$ cat config.mk
export PLATFORM = sky130hd
export DESIGN_NAME = mem_access_stage
export DESIGN_NICKNAME = d
export VERILOG_FILES = /design/src/rtl/mem_access_stage.sv
export SDC_FILE = /design/constraint.sdc
export NUM_CORES = 1
export LEC_CHECK = 0
export ABC_AREA = 1
export CAP_MARGIN = 20
export CELL_PAD_IN_SITES_DETAIL_PLACEMENT = 0
export CELL_PAD_IN_SITES_GLOBAL_PLACEMENT = 2
export CORE_ASPECT_RATIO = 0.75
export CORE_MARGIN = 1
export CORE_UTILIZATION = 20
export DETAILED_ROUTE_END_ITERATION = 6
export PLACE_DENSITY = 0.85
export SLEW_MARGIN = 20
export SYNTH_ARGS = -nofsm -noshare
export SYNTH_HDL_FRONTEND = slang
export SYNTH_SLANG_ARGS = --single-unit
export TNS_END_PERCENT = 100
$ cat constraint.sdc
create_clock -name clock -period 1.67 [get_ports clock]
set_input_delay 0.4175 -clock clock [delete_from_list [all_inputs] [get_ports clock]]
set_output_delay 0.4175 -clock clock [all_outputs]
set_load 0.05 [all_outputs]
$ cat src/rtl/mem_access_stage.sv
// mem_access_stage: MEM stage of the RV32I pipeline.
// Issues loads/stores on a req/ready data bus, holds the pipeline while an
// access is outstanding, extends load results and resolves the branch.
module mem_access_stage #(
   parameter int TIMEOUT_CYCLES = 255,
   parameter int CNT_W          = 8
) (
   input  logic        clock,
   input  logic        reset,
   input  logic [31:0] ALU_result_in,
   input  logic [31:0] reg_read_data2_in,
   input  logic [2:0]  funct3_in,
   input  logic        M_mem_read_in,
   input  logic        M_mem_write_in,
   input  logic        M_branch_in,
   input  logic        ALU_zero_in,
   input  logic [31:0] branch_adder_sum_in,
   output logic        dmem_req,
   output logic        dmem_we,
   output logic [31:0] dmem_addr,
   output logic [31:0] dmem_wdata,
   output logic [3:0]  dmem_wstrb,
   input  logic        dmem_ready,
   input  logic [31:0] dmem_rdata,
   output logic [31:0] load_data_out,
   output logic        load_valid,
   output logic        mem_stall,
   output logic        misaligned_fault,
   output logic        bus_error,
   output logic        pc_src,
   output logic [31:0] branch_target_out
);

   typedef enum logic [1:0] {
      IDLE = 2'd0,
      BUSY = 2'd1,
      DONE = 2'd2
   } state_t;

   state_t           state_reg;
   logic [CNT_W-1:0] cnt_reg;
   logic [1:0]       size_reg;
   logic             unsigned_reg;
   logic [1:0]       addr_lo_reg;
   logic             is_load_reg;

   logic             access;
   logic             is_write;
   logic [1:0]       size;
   logic             uns;
   logic             legal_size;
   logic             misaligned;
   logic             start;
   logic             timeout_hit;
   logic [3:0]       wstrb_next;
   logic [31:0]      wdata_next;
   logic [31:0]      load_ext_next;
   logic [7:0]       sel_byte;
   logic [15:0]      sel_half;
   logic [7:0]       rd_byte [4];

   // A write wins when read and write are both requested.
   assign access   = M_mem_read_in | M_mem_write_in;
   assign is_write = M_mem_write_in;
   assign size     = funct3_in[1:0];
   assign uns      = funct3_in[2];

   // Stores only allow 000/001/010; loads additionally allow 100/101.
   assign legal_size = (size != 2'b11) && !(uns && (is_write || size == 2'b10));
   assign misaligned = ((size == 2'b01) && ALU_result_in[0]) ||
                       ((size == 2'b10) && (ALU_result_in[1:0] != 2'b00));

   assign misaligned_fault = (state_reg == IDLE) && access && (!legal_size || misaligned);
   assign start            = (state_reg == IDLE) && access && legal_size && !misaligned;
   assign mem_stall        = start || (state_reg == BUSY);
   assign timeout_hit      = (cnt_reg == CNT_W'(TIMEOUT_CYCLES - 1));

   // Branch resolution does not depend on the memory FSM.
   assign pc_src            = M_branch_in & ALU_zero_in;
   assign branch_target_out = branch_adder_sum_in;

   // Split the read word into byte lanes for load selection.
   for (genvar gi = 0; gi < 4; gi++) begin : g_lane
      assign rd_byte[gi] = dmem_rdata[8*gi +: 8];
   end

   // Store lane placement: data replicated across lanes, strobes mark the target bytes.
   always_comb begin
      wstrb_next = 4'b0000;
      wdata_next = 32'h0000_0000;
      if (is_write) begin
         case (size)
            2'b00: begin
               wstrb_next = 4'b0001 << ALU_result_in[1:0];
               wdata_next = {4{reg_read_data2_in[7:0]}};
            end
            2'b01: begin
               wstrb_next = 4'b0011 << ALU_result_in[1:0];
               wdata_next = {2{reg_read_data2_in[15:0]}};
            end
            default: begin
               wstrb_next = 4'b1111;
               wdata_next = reg_read_data2_in;
            end
         endcase
      end
   end

   // Load extraction uses the size/sign and byte offset latched at issue.
   always_comb begin
      sel_byte      = rd_byte[addr_lo_reg];
      sel_half      = addr_lo_reg[1] ? dmem_rdata[31:16] : dmem_rdata[15:0];
      load_ext_next = dmem_rdata;
      case (size_reg)
         2'b00:   load_ext_next = unsigned_reg ? {24'h000000, sel_byte}
                                               : {{24{sel_byte[7]}}, sel_byte};
         2'b01:   load_ext_next = unsigned_reg ? {16'h0000, sel_half}
                                               : {{16{sel_half[15]}}, sel_half};
         default: load_ext_next = dmem_rdata;
      endcase
   end

   // Access FSM with registered bus signals, load result and status pulses.
   always_ff @(posedge clock) begin
      if (reset) begin
         state_reg     <= IDLE;
         cnt_reg       <= '0;
         size_reg      <= 2'b00;
         unsigned_reg  <= 1'b0;
         addr_lo_reg   <= 2'b00;
         is_load_reg   <= 1'b0;
         dmem_req      <= 1'b0;
         dmem_we       <= 1'b0;
         dmem_addr     <= 32'h0000_0000;
         dmem_wdata    <= 32'h0000_0000;
         dmem_wstrb    <= 4'b0000;
         load_data_out <= 32'h0000_0000;
         load_valid    <= 1'b0;
         bus_error     <= 1'b0;
      end else begin
         load_valid <= 1'b0;
         bus_error  <= 1'b0;
         case (state_reg)
            IDLE: begin
               if (start) begin
                  state_reg    <= BUSY;
                  dmem_req     <= 1'b1;
                  dmem_we      <= is_write;
                  dmem_addr    <= {ALU_result_in[31:2], 2'b00};
                  dmem_wdata   <= wdata_next;
                  dmem_wstrb   <= wstrb_next;
                  size_reg     <= size;
                  unsigned_reg <= uns;
                  addr_lo_reg  <= ALU_result_in[1:0];
                  is_load_reg  <= !is_write;
                  cnt_reg      <= '0;
               end
            end
            BUSY: begin
               cnt_reg <= cnt_reg + 1'b1;
               if (dmem_ready) begin
                  dmem_req  <= 1'b0;
                  state_reg <= DONE;
                  if (is_load_reg) begin
                     load_data_out <= load_ext_next;
                     load_valid    <= 1'b1;
                  end
               end else if (timeout_hit) begin
                  dmem_req  <= 1'b0;
                  bus_error <= 1'b1;
                  state_reg <= DONE;
               end
            end
            DONE: begin
               // EX/MEM advances at the end of this cycle, so the held
               // instruction is never reissued.
               state_reg <= IDLE;
            end
            default: state_reg <= IDLE;
         endcase
      end
   end

endmodule

==> results of run 1 <==
synthesized netlist by cell type, drive strengths merged:
cell / n
buf: 59
nand4: 11
clkbuf: 26
dfxtp: 118
o21bai: 1
o21ai: 52
conb: 1
ha: 2
nor3: 11
or2: 1
a21o: 1
nand3b: 2
o21a: 7
nand2: 258
nand3: 33
o22ai: 1
a21oi: 131
inv: 43
nor2: 46
clkinv: 1
timing repair:
action | 4_1_cts | 5_1_grt
pin swaps | 6 | 3
hold buffers | 0 | 0
setup endpoints to repair | 30 | 8
gates resized for setup | 25 | 2
buffers inserted | 5 | 0
layout make-up:
| type | count | area share, % |
|---|---|---|
| multi-input cells | 559 | 28.4 |
| inverters | 44 | 1.83 |
| well taps | 351 | 4.87 |
| flip-flops and latches | 118 | 26.2 |
| repair buffers | 266 | 32.7 |
| clock inverters | 4 | 0.527 |
| clock buffers | 24 | 5.45 |
worst max path at each step:
stage                             endpoint  slack (ps)
after floorplan           misaligned_fault          20
after global placement           mem_stall        -460
after detailed placement    dmem_wdata[22]        -480
after CTS                        mem_stall        -150
after global routing             mem_stall        -160
final                            mem_stall         -90
layout by cell type, fill, tap and decap left out, types with 2 or more instances in the layout:
cell type / count
nor3_1: 10
nand2_1: 254
nor2_4: 3
clkinv_2: 2
a21oi_1: 128
clkdlybuf4s50_1: 97
nand3b_1: 2
nand2_2: 2
o21ai_0: 47
buf_12: 56
a21oi_2: 2
nand4_1: 11
dfxtp_2: 2
clkbuf_8: 4
clkdlybuf4s15_2: 2
nand3_1: 31
nor2_2: 4
inv_2: 9
conb_1: 2
ha_1: 2
o21ai_1: 5
buf_4: 105
dfxtp_1: 116
inv_1: 34
nor2_1: 39
dlygate4sd2_1: 3
o21a_1: 7
clkbuf_1: 3
clkbuf_16: 17
nand2_4: 2
metal layers:
metal,part of all wire (%),vias to the layer above
met2,43,149
li1,-,2984
met3,5.5,21
met1,50,2694
met4,1.1,6
met5,0.19,-
power breakdown:
part           switching, mW  leakage [nW]  internal, mW
clock network           1.28         0.264          2.17
logic                   1.06          2.54         0.766
registers             0.0878         0.959          2.93
total                   2.42          3.76          5.86
kinds of logic after synthesis:
group	Yosys count	synth area share (%)
simple gates	362	26.8
compound gates	193	18.0
buf+inv	129	12.0
flops	118	42.7
fa+ha+maj	2	0.452
other cells	1	0.0678
critical path, delay by kind of cell:
family,cells,cell delay (ps)
AND/OR/NAND/NOR,5,530
buffers and inverters,2,390
==> run summary, run 1 <==
Outcome = finished with violations
Failing checks = negative setup slack
Largest registers = dmem_wdata x32, load_data_out x32, dmem_addr x30
Setup TNS = -110 ps
Post-Place Setup Slack = -477 ps
Total power = 8.29 mW
Fin. Hold Viols = 0
CP arrival = 1350 ps
FF-to-FF Start = size_reg[1]
IO Pins = 277
Busiest grt layer = met1
Vias in the first global route = 5532
Tmin final = 1760 ps
CTS Root Cell = clkbuf_16
PortBufs = 210
Total gr overflow = 0
Crit. End Element = output pin
Final Max Tran Viols = 0
Kind of critical path = in2out
Met2 GRT Util = 20.6%
Maxcap violations = 0
Hold WS = 450 ps
Worst path max stage delay = 250 ps
Cell count of the worst reg-to-reg path = 9
Fillers = 2882
Peak Freq = 0.567 GHz
Setup ws final = -94.8 ps
DRT iter0 DRCs = 276
Ys Warns = 0
Final setup vio count = 2
Hold Crit Start = reset
Synth unique cells = 29
Number of CTS-inserted buffers = 17
Initial antenna violation count = 4
Slew HR = 60.6%
Startpoint types = input pin
R2r setup slk = 210 ps
Reg area = 2360 sq um
H-Tree Depth = 4
Vert. Die Dim = 146 um
Top cells by area, synth = dfxtp_1 43%, nand2_1 17%, a21oi_1 12%, buf_4 5.7%, o21ai_0 4.3%
Hold Path Class = in2reg
Vias = 5854
TritonRoute pass-1 iters = 5
Synthesized area = 5530 sq um
Maximum vdd ir drop = 717 uV
Slowest stage cell, crit path = dlygate4sd2_1
DRC = 0
Final Cell Area = 9020 sq um
Sequential fraction of the synthesis area = 42.7%
Largest net degree at the start of global routing = 75
Leak = 3.76 nW
Critical path startpoint = ALU_result_in[1]
Tot GR Track Use = 14.5%
Cell count after synthesis = 805
Placed Cells = 1333
Total core area = 27100 sq um
Synthesized area per cell = 6.87 sq um
DP HPWL = 15000 um
Worst Tran Pin Value = 591 ps
Period utilization = 106%
Final core occ = 33.3%
First-pass GRT wire length = 31900 um
Initial Utilization = 20.4%
RePlAce Congestion = 0.775
Max Root-Sink Buffers = 2
TritonCTS clock tree = built
Antenna-violating nets left = 0
CP cell instances = dlygate4sd2_1 -> nor2_2 -> nand2_1 -> nand2_2 -> nand3_4 -> nand2_4 -> buf_12
Pwr Density = 918 nW/um^2
Max Fanout on Critical Path = 3
Final WL = 20500 um
Post-layout net count = 1146
Antenna diode instance count = 0
Area leader, netlist = dfxtp_1
Area growth from synthesis to layout = 63.2%
Die area = 28300 sq um
Placed instance area = 8420 sq um
Skew-Pair Late Insertion Delay = 410 ps
GR Layer Usage met3 = 4.60%
Cell Count, Final, Fillers Out = 1366
Yosys top cell area share = 42.7%
Clock Skew = 9.95 ps
Multi-input logic area = 2570 sq um
Hold EP = load_data_out[2]
#FFs+latches synth = 118
Routed len/inst = 15.0 um
Die width = 194 um
Vias/cell = 4.29
WP data required = 1250 ps
Met1 usage = 20.7%
Reg-to-Reg End = load_data_out[14]
CTS sink cnt = 118
CTS clk-pin slew, worst paths = 50 ps
RSZ-0062 raised after global routing = yes
Std-Cell Rows = 52
WHS Path Cells = 4
Layout cells sized above 1 = 21.6%
No activity file was read; power rests on OpenSTA's default activity.
==> run 2, diff against run 1 <==
--- a/config.mk
+++ b/config.mk
@@ -6,7 +6,7 @@
 export NUM_CORES = 1
 export LEC_CHECK = 0
 export ABC_AREA = 1
-export CAP_MARGIN = 20
+export CAP_MARGIN = 30
 export CELL_PAD_IN_SITES_DETAIL_PLACEMENT = 0
 export CELL_PAD_IN_SITES_GLOBAL_PLACEMENT = 2
 export CORE_ASPECT_RATIO = 0.75
==> results of run 2 <==
Same layout as run 1: the final DEF is identical, and so are final timing and power.
==> run 3, diff against run 2 <==
--- a/config.mk
+++ b/config.mk
@@ -14,7 +14,8 @@
 export CORE_UTILIZATION = 20
 export DETAILED_ROUTE_END_ITERATION = 6
 export PLACE_DENSITY = 0.85
-export SLEW_MARGIN = 20
+export RECOVER_POWER = 100
+export SLEW_MARGIN = 10
 export SYNTH_ARGS = -nofsm -noshare
 export SYNTH_HDL_FRONTEND = slang
 export SYNTH_SLANG_ARGS = --single-unit
==> run 3 against run 2 <==
Against the previous run:
- the flow still finishes with violations (negative setup slack)
- sequential power barely moved
- via count is 0.53% lower
- die area is the same
- critical path depth is the same
- first-iteration DRC count down 4.0%
==> run summary, run 3 (synthesized netlist as in run 1, its figures left out) <==
P_int = 5.69 mW (-2.9%)
CTS Root Cell = clkbuf_16
Max Root-Sink Buffers = 2 (unchanged)
Final WL = 20600 um (+0.18%)
Post-Place Setup Slack = -477 ps (unchanged)
Failing checks = negative setup slack
Routed len/inst = 15.1 um (+0.18%)
Vias/cell = 4.26 (-0.53%)
Final setup vio count = 2 (unchanged)
Slew HR = 61.7% (+1.1 points)
Period utilization = 106% (about the same)
Layout cells sized above 1 = 21.2% (-0.39 points)
Maximum vdd ir drop = 718 uV (+0.12%)
WP data required = 1250 ps (about the same)
Cts hold-fix bufs = 0 (unchanged)
Setup ws final = -95.2 ps (-0.408 ps)
Cell count of the worst reg-to-reg path = 7 (-2)
Combinational power share = 20.4% (-1.6 points)
CTS clk-pin slew, worst paths = 50 ps (about the same)
Maxcap violations = 0 (unchanged)
PortBufs = 210 (unchanged)
Max Fanout on Critical Path = 3 (unchanged)
Worst setup path end = mem_stall
Switching portion of total power = 29.6% (+0.39 points)
Reg-to-Reg End = dmem_wdata[22]
Kind of critical path = in2out
Crit. End Element = output pin
Worst Tran Pin Value = 574 ps (-16.8 ps)
Vias = 5823 (-0.53%)
Largest net degree at the start of global routing = 75 (unchanged)
Tot GR Track Use = 14.5% (unchanged)
Post-layout net count = 1146 (unchanged)
Switch Pwr = 2.40 mW (-1.1%)
Fillers = 2993 (+3.9%)
Largest registers = dmem_wdata x32, load_data_out x32, dmem_addr x30
Tmin final = 1770 ps (+0.408 ps)
Total power = 8.09 mW (-2.4%)
RePlAce Congestion = 0.775 (unchanged)
Initial antenna violation count = 4 (unchanged)
Vias in the first global route = 5532 (unchanged)
R2r setup slk = 40 ps (-170 ps)
Most frequent cells in the layout = 254 x nand2_1, 128 x a21oi_1, 116 x dfxtp_1
Final Max Tran Viols = 0 (unchanged)
Antenna diode instance count = 0 (unchanged)
Clock share of power = 42.6% (+1.0 points)
Leak = 3.53 nW (-6.1%)
DRC = 0 (unchanged)
H-Tree Depth = 4 (unchanged)
IO Pins = 277 (unchanged)
DP HPWL = 15000 um (unchanged)
Hold WS = 443 ps (-6.87 ps)
Outcome = finished with violations
Area growth from synthesis to layout = 47.1%
Setup TNS = -157 ps (-47.9 ps)
Final Cell Area = 8140 sq um (-9.8%)
Placed instance area = 8420 sq um (unchanged)
Reg power frac = 37.1% (+0.7 points)
Antenna-violating nets left = 0 (unchanged)
Fin. Hold Viols = 0 (unchanged)
Total core area = 27100 sq um (unchanged)
Vert. Die Dim = 146 um (unchanged)
Critical path startpoint = ALU_result_in[1]
CP arrival = 1350 ps (about the same)
Most common cell after layout, fill and taps aside = nand2_1
Die width = 194 um (unchanged)
RSZ-0062 raised after global routing = yes
CTS sink cnt = 118 (unchanged)
Clock Skew = 9.85 ps (-0.109 ps)
Number of CTS-inserted buffers = 17 (unchanged)
Std-Cell Rows = 52 (unchanged)
First-pass GRT wire length = 31900 um (unchanged)
Initial Utilization = 20.4% (unchanged)
FF-to-FF Start = state_reg[0]
TritonRoute pass-1 iters = 4 (-1)
Total gr overflow = 0 (unchanged)
TritonCTS clock tree = built
Startpoint types = input pin
DRT iter0 DRCs = 265 (-4.0%)
Die area = 28300 sq um (unchanged)
Pwr Density = 994 nW/um^2 (+8.3%)
Peak Freq = 0.567 GHz (about the same)
Skew-Pair Late Insertion Delay = 410 ps (about the same)
Hold Path Class = reg2reg
-- run 3: changes by cell type in the layout (fill, tap and decap cells not counted), moves of 2 or more --
| cell | previous run | this run |
|---|---|---|
| o21ai_0 | 47 | 50 |
| clkbuf_4 | 0 | 4 |
| buf_4 | 105 | 43 |
| clkbuf_2 | 1 | 107 |
| o21ai_1 | 5 | 2 |
| inv_2 | 9 | 7 |
| inv_1 | 34 | 36 |
| buf_12 | 56 | 7 |
-- run 3: worst min-delay path by stage --
stage / from / endpoint / slack (ps) / depth (start not counted)
2_1_floorplan: cnt_reg[7] / cnt_reg[7] / 450 / 2
3_3_place_gp: dmem_addr[9] / dmem_addr[9] / 450 / 2
3_5_place_dp: dmem_addr[30] / dmem_addr[30] / 460 / 2
4_1_cts: reset / load_data_out[4] / 440 / 4
5_1_grt: reset / load_data_out[1] / 450 / 4
6_report: dmem_req / dmem_req / 440 / 2
-- run 3: power by group through the flow --
| stage | sequential, mW | clock, mW | combinational (mW) |
|---|---|---|---|
| detailed placement | 3.08 | 0 | 1.81 |
| global placement | 3.08 | 0 | 1.81 |
| floorplan | 3.36 | 0 | 0.830 |
| global route | 3.01 | 3.68 | 1.78 |
| CTS | 3.02 | 3.56 | 1.84 |
| finish | 3.00 | 3.44 | 1.65 |
-- run 3: final cells by class --
class                      instances  area (sq um)  share of cell area (%)
timing repair buffer             266          2070                    25.4
multi-input combinational        559          2560                    31.5
clock buffer                      24           492                    6.04
clock inverter                     4          47.5                   0.584
inverter                          44           165                    2.03
tap                              351           439                    5.40
sequential                       118          2360                    29.1
-- run 3: stage by stage --
step	cells	utilization [%]
after floorplan	806	-
after global placement	1333	31.1
after detailed placement	1333	31.1
after CTS	1366	33.3
after global routing	1366	30.1
final	1366	30.1
-- run 3: timing repair --
action	in CTS	in global routing
cloned	0	0
pin swaps	6	3
setup endpoints to repair	30	8
resized for setup	25	2
setup buffers	5	0
-- run 3: routing by layer --
layer | track usage, % | vias up | part of all wire [%]
met4 | 4.01 | 6 | 1.1
met2 | 20.6 | 157 | 42
li1 | - | 2984 | -
met1 | 20.7 | 2655 | 50
met5 | 0 | - | 0.19
met3 | 4.60 | 21 | 5.8
-- run 3: worst max-delay path, stage by stage --
cell	delay (ps)
dlygate4sd2_1	250
nor2_2	130
nand2_1	90
nand2_2	120
nand3_4	90
nand2_4	100
buf_12	140
